[config.mk]
export PLATFORM = sky130hd
export DESIGN_NAME = ped_crossing_ctrl
export DESIGN_NICKNAME = d
export VERILOG_FILES = /design/src/rtl/ped_pkg.sv /design/src/rtl/btn_debounce.sv /design/src/rtl/ped_crossing_ctrl.sv
export SDC_FILE = /design/constraint.sdc
export NUM_CORES = 1
export LEC_CHECK = 0
export CAP_MARGIN = 10
export CORE_MARGIN = 10
export CORE_UTILIZATION = 50
export DETAILED_ROUTE_END_ITERATION = 12
export PLACE_DENSITY = 0.76
export RECOVER_POWER = 50
export SYNTH_ARGS = -nofsm -noshare
export SYNTH_HDL_FRONTEND = slang
export SYNTH_SLANG_ARGS = --single-unit
[constraint.sdc]
create_clock -name clk -period 1.5 [get_ports clk]
set_input_delay 0.225 -clock clk [delete_from_list [all_inputs] [get_ports clk]]
set_output_delay 0.225 -clock clk [all_outputs]
set_load 0.03 [all_outputs]
[src/rtl/ped_pkg.sv]
// Shared types and default timing constants for the pedestrian crossing controller.
package ped_pkg;

    // Pedestrian sequencer states; the encoding is visible on the debug port.
    typedef enum logic [2:0] {
        IDLE    = 3'd0,
        REQUEST = 3'd1,
        WALK    = 3'd2,
        FLASH   = 3'd3,
        CLEAR   = 3'd4
    } ped_state_t;

    localparam int DEF_DEB_CYCLES   = 4;
    localparam int DEF_WALK_CYCLES  = 10;
    localparam int DEF_FLASH_CYCLES = 6;
    localparam int DEF_FLASH_HALF   = 2;
    localparam int DEF_CNT_W        = 4;

endpackage

[src/rtl/btn_debounce.sv]
// Push-button front end: two-flop synchronizer, run-length debounce, and a
// single-cycle pulse on each accepted press.
module btn_debounce
    import ped_pkg::*;
#(
    parameter int DEB_CYCLES = DEF_DEB_CYCLES
) (
    input  logic clk,
    input  logic rst,
    input  logic btn_i,
    output logic press_o
);

    localparam int CW = $clog2(DEB_CYCLES + 1);
    localparam logic [CW-1:0] DEB_MAX  = CW'(DEB_CYCLES);
    localparam logic [CW-1:0] DEB_LAST = CW'(DEB_CYCLES - 1);

    logic          sync1_q, sync2_q;
    logic [CW-1:0] cnt_q, cnt_d;
    logic          level_q, level_d;
    logic          level_prev_q;

    // Count consecutive synchronized-high samples; the counter saturates so a
    // held button keeps the debounced level high without wrapping.
    always_comb begin
        cnt_d   = cnt_q;
        level_d = 1'b0;
        if (!sync2_q) begin
            cnt_d = '0;
        end else begin
            if (cnt_q != DEB_MAX) begin
                cnt_d = cnt_q + 1'b1;
            end
            level_d = (cnt_q >= DEB_LAST);
        end
    end

    // Synchronizer, debounce counter and edge-detect history.
    always_ff @(posedge clk or posedge rst) begin
        if (rst) begin
            sync1_q      <= 1'b0;
            sync2_q      <= 1'b0;
            cnt_q        <= '0;
            level_q      <= 1'b0;
            level_prev_q <= 1'b0;
        end else begin
            sync1_q      <= btn_i;
            sync2_q      <= sync1_q;
            cnt_q        <= cnt_d;
            level_q      <= level_d;
            level_prev_q <= level_q;
        end
    end

    assign press_o = level_q & ~level_prev_q;

endmodule

[src/rtl/ped_crossing_ctrl.sv]
// Pedestrian side of the traffic-light handshake: raises the crossing request,
// waits for a grant on vehicle red, then runs WALK, flashing DON'T-WALK, CLEAR.
// All lamp outputs are decoded from registered state only.
module ped_crossing_ctrl
    import ped_pkg::*;
#(
    parameter int DEB_CYCLES   = DEF_DEB_CYCLES,
    parameter int WALK_CYCLES  = DEF_WALK_CYCLES,
    parameter int FLASH_CYCLES = DEF_FLASH_CYCLES,
    parameter int FLASH_HALF   = DEF_FLASH_HALF,
    parameter int CNT_W        = DEF_CNT_W
) (
    input  logic             clk,
    input  logic             rst,
    input  logic             boton,
    input  logic             Rojo,
    input  logic             Pasar_Persona,
    output logic             IN,
    output logic             walk,
    output logic             dont_walk,
    output logic [CNT_W-1:0] countdown,
    output logic [2:0]       Estado
);

    localparam int BW = (FLASH_HALF > 1) ? $clog2(FLASH_HALF) : 1;
    localparam logic [CNT_W-1:0] WALK_LOAD  = CNT_W'(WALK_CYCLES - 1);
    localparam logic [CNT_W-1:0] FLASH_LOAD = CNT_W'(FLASH_CYCLES - 1);
    localparam logic [BW-1:0]    BLINK_LAST = BW'(FLASH_HALF - 1);

    ped_state_t       state_q, state_d;
    logic [CNT_W-1:0] cnt_q, cnt_d;
    logic             blink_q, blink_d;
    logic [BW-1:0]    bcnt_q, bcnt_d;
    logic             pending_q, pending_d;
    logic             press;

    btn_debounce #(
        .DEB_CYCLES (DEB_CYCLES)
    ) u_debounce (
        .clk     (clk),
        .rst     (rst),
        .btn_i   (boton),
        .press_o (press)
    );

    // Next-state, phase countdown, pending-press latch and blink divider.
    always_comb begin
        state_d   = state_q;
        cnt_d     = cnt_q;
        pending_d = pending_q;
        case (state_q)
            IDLE: begin
                // A press arriving in the same cycle as entry is absorbed.
                if (press || pending_q) begin
                    state_d   = REQUEST;
                    pending_d = 1'b0;
                end
            end
            REQUEST: begin
                // A grant only counts once vehicles actually see red.
                if (Pasar_Persona && Rojo) begin
                    state_d = WALK;
                    cnt_d   = WALK_LOAD;
                end
            end
            WALK: begin
                if (press) begin
                    pending_d = 1'b1;
                end
                // Abort and expiry collapse into the same single move to FLASH.
                if (!Pasar_Persona || (cnt_q == '0)) begin
                    state_d = FLASH;
                    cnt_d   = FLASH_LOAD;
                end else begin
                    cnt_d = cnt_q - 1'b1;
                end
            end
            FLASH: begin
                if (press) begin
                    pending_d = 1'b1;
                end
                if (cnt_q == '0) begin
                    state_d = CLEAR;
                    cnt_d   = '0;
                end else begin
                    cnt_d = cnt_q - 1'b1;
                end
            end
            CLEAR: begin
                if (press) begin
                    pending_d = 1'b1;
                end
                cnt_d = '0;
                if (!Pasar_Persona) begin
                    state_d = IDLE;
                end
            end
            default: begin
                state_d = IDLE;
                cnt_d   = '0;
            end
        endcase

        // Blink restarts lit on every FLASH entry and only runs while staying in FLASH.
        blink_d = 1'b1;
        bcnt_d  = '0;
        if ((state_q == FLASH) && (state_d == FLASH)) begin
            if (bcnt_q == BLINK_LAST) begin
                bcnt_d  = '0;
                blink_d = ~blink_q;
            end else begin
                bcnt_d  = bcnt_q + 1'b1;
                blink_d = blink_q;
            end
        end
    end

    // State, countdown, blink and pending registers.
    always_ff @(posedge clk or posedge rst) begin
        if (rst) begin
            state_q   <= IDLE;
            cnt_q     <= '0;
            blink_q   <= 1'b1;
            bcnt_q    <= '0;
            pending_q <= 1'b0;
        end else begin
            state_q   <= state_d;
            cnt_q     <= cnt_d;
            blink_q   <= blink_d;
            bcnt_q    <= bcnt_d;
            pending_q <= pending_d;
        end
    end

    // Moore output decode from the registered state.
    always_comb begin
        IN        = 1'b0;
        walk      = 1'b0;
        dont_walk = 1'b1;
        countdown = '0;
        case (state_q)
            REQUEST: IN = 1'b1;
            WALK: begin
                walk      = 1'b1;
                dont_walk = 1'b0;
                countdown = cnt_q;
            end
            FLASH: begin
                dont_walk = blink_q;
                countdown = cnt_q;
            end
            default: ;
        endcase
    end

    assign Estado = state_q;

endmodule
# Word-level counts from Yosys, hierarchy flattened
# Index checks and enable logic that the tools add are counted.
# word_totals
register_bits	17
latch_bits	0
ramBits	0
romBits	0
word_cells	65
mem_count	0
# op_classes
n_addsub	3
mul	0
div	0
n_lt_le_gt_ge	1
eq_ne	11
shifts	0
muxes	24
n_bitwise	4
reduce_logical	12
# op_table
cell	n
$mux W3	7
$mux W4	4
$pmux W4 S4	1
$pmux W3 S5	1
$eq A3 B2 Y1 const B	3
$mux W1	9
$ne A2 B2 Y1 const B	4
$logic_not A4 Y1	1
$pmux W1 S2	2
$sub A4 B1 Y4 const B	1
$add A3 B1 Y3 const B	1
$eq A3 B1 Y1 const B	1
$eq A3 B3 Y1 const B	1
$ge A3 B2 Y1 const B	1
$logic_not A3 Y1	1
$ne A3 B3 Y1 const B	1
$not A1 Y1	3
$reduce_and A3 Y1	1
$reduce_or A3 Y1	1
$logic_and A1 B1 Y1	2
$logic_or A1 B1 Y1	2
$ne A2 B1 Y1 const B	1
$reduce_and A2 Y1	1
$reduce_bool A2 Y1	1
other kinds (4)	4

# Depth between registers and ports, before layout
# Gate-level depths: netlist of the first run.
# logic_depth
ltp_word	8
ltp_mapped	5
ltp_nobuf	5

# By module
# From an unflattened synthesis of the first run, not the netlist that was laid out.
# unflattened
hier_cells	89
area_unflattened_um2	874.6
# modules_own_cells
module	n_inst	cells_per_inst	area_each_um2
ped_crossing_ctrl	1	64	576.8
btn_debounce	1	25	297.8

# Worst setup path after synthesis of the first run
# No wires, ideal clock.
# synth_timing
kind	register -> register
from	reg state_q[1], in the netlist Estado[1]
to	reg cnt_q[0]
arrival_time_ns	1.470
required_ns	1.434
slack_ns	-0.036
stages_incl_launch_ff	5
n_path_buf	1
synth_period_minus_slack_ns	1.536
cell_sequence	dfrtp_1 buf_4 nand2b_1 nor2_1 a211o_1
# synth_between
elab_chain_cells	3
elab_cells_between_ends	8
# synth_lines
item	line_no	rtl
start: declaration	ped_crossing_ctrl.sv:30	ped_state_t state_q, state_d;
start signal: assignment	ped_crossing_ctrl.sv:127	state_q <= state_d;
$eq A3 B1 Y1 or $logic_not A3 Y1 (tied branches)	ped_crossing_ctrl.sv:51	case (state_q)
$ne A2 B2 Y1 (no source line) or $not A1 Y1 (tied branches)	n/a	
$reduce_and A2 Y1 (no source line)	n/a	
end signal: assignment	ped_crossing_ctrl.sv:128	cnt_q <= cnt_d;
end: declaration	ped_crossing_ctrl.sv:31	logic [CNT_W-1:0] cnt_q, cnt_d;
# Parallel ways exist; a longest one is shown, timed or not.
# A chain may end at the register's enable or synchronous reset.

# Final worst setup path of the first run
# layout_timing
from	reg state_q[2], in the netlist Estado[2]
to	out IN
# layout_between
elab_chain_cells	2
# layout_lines
item	line_no	rtl
$eq A3 B1 Y1	ped_crossing_ctrl.sv:141	case (state_q)
$mux W1	ped_crossing_ctrl.sv:141	
end: declaration	ped_crossing_ctrl.sv:18	output logic IN,
# No other way between the ends.

==> flow_summary.yaml, run 1 <==
power_and_ir_drop:
  seq_power_share_pct: 27.2
  p_total_w: 0.00300
  p_sw_share_pct: 44.3
  internal-power_w: 0.00167
  p_switching_w: 0.00133
  p_clk_share_pct: 8.2
  power_leakage_nw: 0.570
  ir_drop_uv: 1320
  pwr-share-comb_pct: 64.7
  power.density_nw_per_um2: 2470
floorplan:
  coreArea_um2: 1690
  die_w_um: 61.7
  ios: 15
  start_util_pct: 51.6
  fp-row-count: 15
  die_h_um: 61.7
  dieArea_um2: 3810
clock_tree:
  cts-htree-levels: 1
  cts_tree: "built"
  cts_root_buf: "clkbuf_4"
  clock_latency_ns: 0.29
  hold_buffers: 0
  cts_inserted_buffers: 3
  cts.sinks: 17
  cts_buffer_depth: 2
  cts.reportedPaths.clkPinSlew_ns: 0.11
global_route:
  grt_use_met1_pct: 13.4
  grt_pass1_wl_um: 3310
  busiest_layer: "met2"
  grt_pass1_vias: 736
  grt_max_degree: 18
  grt_usage_pct: 11.7
  antenna_found_initial: 0
  grtUsageMet3_pct: 3.66
  grt-ovfl-total: 0
  grt_use_met2_pct: 20.5
sta:
  slew_viol_final: 0
  hold_ws_ns: 0.360
  relSlewSlack_pct: 38.1
  min_period_over_period_pct: 101
  hold_viol: 0
  skew_ns: 0.00564
  max_clock_freq_mhz: 662
  rsz0062_at_grt: "true"
  finalWorstSetupSlack_ns: -0.00966
  finalCriticalPeriod_ns: 1.51
  finalSetupViolCount: 1
  tightest_slew_ns: 0.929
route:
  viasPerCell: 5.54
  drt-initial-drc-count: 25
  num_vias: 759
  antenna_left: 0
  drc: 0
  wl_um: 2190
  firstDrtPassIters: 4
  avgRoutedWirePerCell_um: 16.0
synthesis:
  yosysWarnings: 0
  synth_area_leaders: "dfrtp_1 (46%), ha_1 (5.7%), nor2_1 (3.4%)"
  synth_top_area_share_pct: 46.0
  synth_cell_type_count: 34
  avgSynthCellArea_um2: 9.90
  synthCells: 88
  synth_fp_nets: 97
  ys_ff_latch: 17
  synth_area_um2: 871
  yosys.area.top_type: "dfrtp_1"
  yosysSeqAreaShare_pct: 49.0
critical_path:
  crit_fanout: 5
  endpoint_kind: "output pin"
  path_cells: "buf_4 -> nor2_4 -> and2_4 -> buf_6"
  timing.rr.start: "cnt_q[0]"
  critPathLaunchType: "register"
  crit_arrival_ns: 1.28
  crit_required_ns: 1.27
  worstSetupPathType: "reg2out"
  startpoint: "Estado[2]"
  slowest_stage: "dfrtp_2"
  slowest_delay_ns: 0.47
final_layout:
  fin_nets: 130
  area_growth_pct: 39.2
  fin_util_pct: 71.8
  fin_cells: 137
  n_antenna_cell: 0
  drive_gt1_share_pct: 37.5
job:
  maxCapViolCount: 0
hold_path:
  hp-class: "reg2reg"
  min_from: "u_debounce.sync1_q"
placed_design:
  place_congestion: 0.892
  post-place-ws_ns: 0.0113
  place_inst: 125
  place_hpwl_um: 1430
  port_buffers: 14
outcome:
  violations: "negative setup slack"
  status: "finished, violations left"
[cells in the mapped netlist]
library cell  instances
o22ai_1               3
o21a_1                1
a32o_1                2
or3b_4                1
a211o_1               1
nor2b_1               4
and2_1                3
nand2b_1              2
dfrtp_1              16
nor3b_1               1
o21ai_0               1
inv_1                 7
o211ai_1              1
buf_4                 1
nand3_1               2
nor2_1                8
xnor2_1               3
or2_2                 1
and3_1                1
and2_2                1
o2bb2ai_1             1
a311oi_1              1
buf_2                 2
o21ai_1               1
or3_1                 1
a211oi_1              2
nand2_1               7
nand3b_1              2
dfstp_2               1
a21oi_1               1
nor3_1                2
nand4_1               1
a21boi_0              2
ha_1                  4
[through the flow]
| step | cell area [µm²] | setup TNS, ns |
|---|---|---|
| 6_report | 1210 | -0.00966 |
| 5_1_grt | 1210 | -0.0766 |
| 4_1_cts | 1130 | -0.0474 |
| 3_5_place_dp | 1060 | 0 |
| 3_3_place_gp | 1060 | 0 |
| 2_1_floorplan | 873 | 0 |
[cell usage in the layout (no fill, tap or decap), types with 3 or more instances in the layout]
| master | instances |
|---|---|
| buf_4 | 21 |
| buf_6 | 3 |
| clkbuf_4 | 3 |
| dfrtp_1 | 14 |
| ha_1 | 3 |
| inv_1 | 5 |
| nand2_1 | 7 |
| nor2_1 | 5 |
| nor2b_1 | 3 |
| o22ai_1 | 3 |
| xnor2_1 | 3 |
[worst max-delay path, delay by kind of cell (launching register included)]
kind                   cells  cell delay (ns)
flip-flops                 1             0.47
buffers and inverters      2             0.28
AND/OR/NAND/NOR            2             0.24
[power groups by stage]
stage                     Clock (W)  Sequential (W)  Combinational [W]
final                      0.000245        0.000815            0.00194
after global routing       0.000267        0.000842            0.00208
after CTS                  0.000243        0.000803            0.00164
after detailed placement          0        0.000806            0.00156
after global placement            0        0.000800            0.00152
after floorplan                   0        0.000841           0.000981
[repair_timing]
action / CTS / global route
setup buffers: 2 / 6
pin swaps: 2 / 3
resized for setup: 9 / 13
setup endpoints to repair: 13 / 9
[final cells by class]
class                      count  area (µm²)
fill                         129         477
multi-input combinational     61         454
sequential                    17         429
timing repair buffer          31         254
inverter                       7        26.3
clock buffer                   3        22.5
tap                           17        21.3
clock inverter                 1        5.00
[worst paths after layout]
kind                            slack [ns]            endpoint  depth (start not counted)
worst max register to register        0.04            cnt_q[1]                          5
max in group asynchronous             0.25           Estado[2]                          3
worst min-delay path                  0.36  u_debounce.sync2_q                          0
min in group asynchronous             0.63              bcnt_q                          3
worst min register to register        0.36  u_debounce.sync2_q                          0
worst max-delay path                 -0.01                  IN                          4
[cells by family (layout without fill, tap and decap cells)]
kind of cell / count (synthesis) / after routing / synth area share, %
AO/OA/AOI/OAI: 17 / 17 / 14.4
XOR/XNOR: 3 / 3 / 3.02
adder cells (fa/ha/maj): 4 / 4 / 5.75
buffers and inverters: 10 / 42 / 5.03
flip-flops: 17 / 17 / 49.0
AND/OR/NAND/NOR: 37 / 37 / 22.8
[sequential cells by signal, summed over array words and instances (netlist names)]
register / count
u_debounce.sync2_q: 1
blink_q: 1
Estado: 3
pending_q: 1
u_debounce.sync1_q: 1
u_debounce.level_prev_q: 1
bcnt_q: 1
cnt_q: 4
u_debounce.level_q: 1
u_debounce.cnt_q: 3
[per-layer routing]
metal	share of wire (%)	vias up
li1	-	369
met3	3.0	2
met2	51	15
met4	0.64	0
met1	45	373
met5	0	-
No activity file was read; power rests on OpenSTA's default activity.
==> run 2: changes to the inputs <==
Settings changed: CORE_UTILIZATION 50 to 53, CTS_BUF_LIST set to sky130_fd_sc_hd__clkbuf_2 sky130_fd_sc_hd__clkbuf_4 sky130_fd_sc_hd__clkbuf_8, PLACE_DENSITY 0.76 to 0.8.
==> run 2 against run 1 <==
The run now ends clean. Combinational power decreased by 4%. Clock power increased by 4%. Wire length down 5.1%. Sequential power grew 2%. Die area is 3.8% lower. Critical path type unchanged.
==> flow_summary.yaml, run 2 (synthesis results as in run 1) <==
critical_path:
  worstSetupPathType: "reg2out"
  crit_arrival_ns: 1.26
  crit_fanout: 5
  crit_required_ns: 1.27
  timing.rr.start: "cnt_q[1]"
  r2r_slack_ns: 0.03
  endpoint_kind: "output pin"
  critPathLaunchType: "register"
  startpoint: "Estado[2]"
final_layout:
  max_flop_register: "cnt_q"
  final_cell_mix: "buf_4 (15), dfrtp_1 (14), nand2_1 (7), inv_1 (7)"
  mostFrequentLayoutCell: "buf_4"
  drive_gt1_share_pct: 34.2
  largest_reg_flops: 4
  area_growth_pct: 38.1
  n_antenna_cell: 0
  fin_nets: 127
  fin_area_um2: 1200
clock_tree:
  clock_latency_ns: 0.28
  hold_buffers: 0
  cts.reportedPaths.clkPinSlew_ns: 0.09
  cts-htree-levels: 1
  cts_tree: "built"
  cts_inserted_buffers: 3
  cts_root_buf: "clkbuf_4"
  cts_buffer_depth: 2
  cts.sinks: 17
sta:
  rsz0062_at_grt: "true"
  hold_ws_ns: 0.358
  relSlewSlack_pct: 39.5
  finalCriticalPeriod_ns: 1.48
  tightest_slew_ns: 0.908
  hold_viol: 0
  slew_viol_final: 0
  skew_ns: 0.00133
  finalWorstSetupSlack_ns: 0.0176
  max_clock_freq_mhz: 675
  min_period_over_period_pct: 98.8
  finalSetupViolCount: 0
floorplan:
  dieArea_um2: 3660
  die_w_um: 60.5
  die_h_um: 60.5
  coreArea_um2: 1520
  start_util_pct: 57.1
  fp-row-count: 14
  ios: 15
job:
  maxCapViolCount: 0
power_and_ir_drop:
  ir_drop_uv: 1220
  power.density_nw_per_um2: 2460
  power_leakage_nw: 0.567
global_route:
  grtUsageMet3_pct: 2.30
  grt_max_degree: 18
  antenna_found_initial: 0
  busiest_layer: "met2"
  grt-ovfl-total: 0
  grt_pass1_wl_um: 3250
  grt_use_met1_pct: 12.9
  grt_pass1_vias: 759
  grt_usage_pct: 11.5
  grt_use_met2_pct: 20.1
placed_design:
  place_hpwl_um: 1490
  post-place-ws_ns: 0.0976
  port_buffers: 14
  place_congestion: 0.854
  placed_area_um2: 1090
route:
  wl_um: 2080
  avgRoutedWirePerCell_um: 15.7
  firstDrtPassIters: 4
  viasPerCell: 5.80
  antenna_left: 0
  drt-initial-drc-count: 21
  num_vias: 772
  drc: 0
outcome:
  status: "finished clean"
hold_path:
  min_from: "u_debounce.sync1_q"
  hp-class: "reg2reg"
[run 2: cell types whose count changed in the layout (fill, tap and decap cells not counted), moves of 2 or more]
cell and delta:
buf_6 +3, inv_2 -2, buf_4 -6, inv_1 +2
[run 2: stage by stage]
| step | util (%) | total power [W] | cells | setup TNS, ns |
|---|---|---|---|---|
| after floorplan | - | 0.00182 | 88 | 0 |
| after global placement | 71.3 | 0.00236 | 127 | 0 |
| after detailed placement | 71.3 | 0.00242 | 127 | 0 |
| after CTS | 74.5 | 0.00273 | 131 | -0.0409 |
| after global routing | 78.9 | 0.00316 | 133 | -0.0679 |
| final | 78.9 | 0.00296 | 133 | 0 |
[run 2: metal layers]
| metal | vias to the layer above | wire [µm] | part of all wire (%) |
|---|---|---|---|
| met5 | - | 0 | 0 |
| met2 | 26 | 1060 | 51 |
| met3 | 8 | 93 | 4.5 |
| met1 | 378 | 881 | 42 |
| li1 | 360 | - | - |
| met4 | 0 | 42 | 2.0 |
[run 2: cell type report]
| type | count | area, µm² |
|---|---|---|
| Multi-Input combinational cell | 61 | 455 |
| Sequential cell | 17 | 429 |
| Inverter | 7 | 26.3 |
| Clock buffer | 4 | 30.0 |
| Tap cell | 16 | 20.0 |
| Fill cell | 113 | 322 |
| Timing Repair Buffer | 28 | 241 |
[run 2: worst max-delay path: stages, from the launching register on]
cell	delay [ns]
dfrtp_2	0.46
buf_6	0.14
nor2_4	0.10
and2_4	0.15
buf_6	0.12
[run 2: report_power, final]
| part | switching, W | internal (W) |
|---|---|---|
| Clock | 0.000133 | 0.000121 |
| Combinational | 0.000950 | 0.000920 |
| Sequential | 0.000194 | 0.000637 |
[run 2: timing repair]
item	in CTS	in global routing
endpoints found under the setup margin	9	11
resized for setup	8	15
buffers inserted	0	2
pin swaps	0	2
hold endpoints to repair	0	0
[run 2: worst paths after layout]
path                                            end  cells after the start
worst max-delay path                             IN                      4
worst min-delay path             u_debounce.sync2_q                      0
worst max register to register             cnt_q[1]                      5
worst min register to register   u_debounce.sync2_q                      0
max in group asynchronous                 Estado[2]                      3
min in group asynchronous       u_debounce.cnt_q[1]                      3
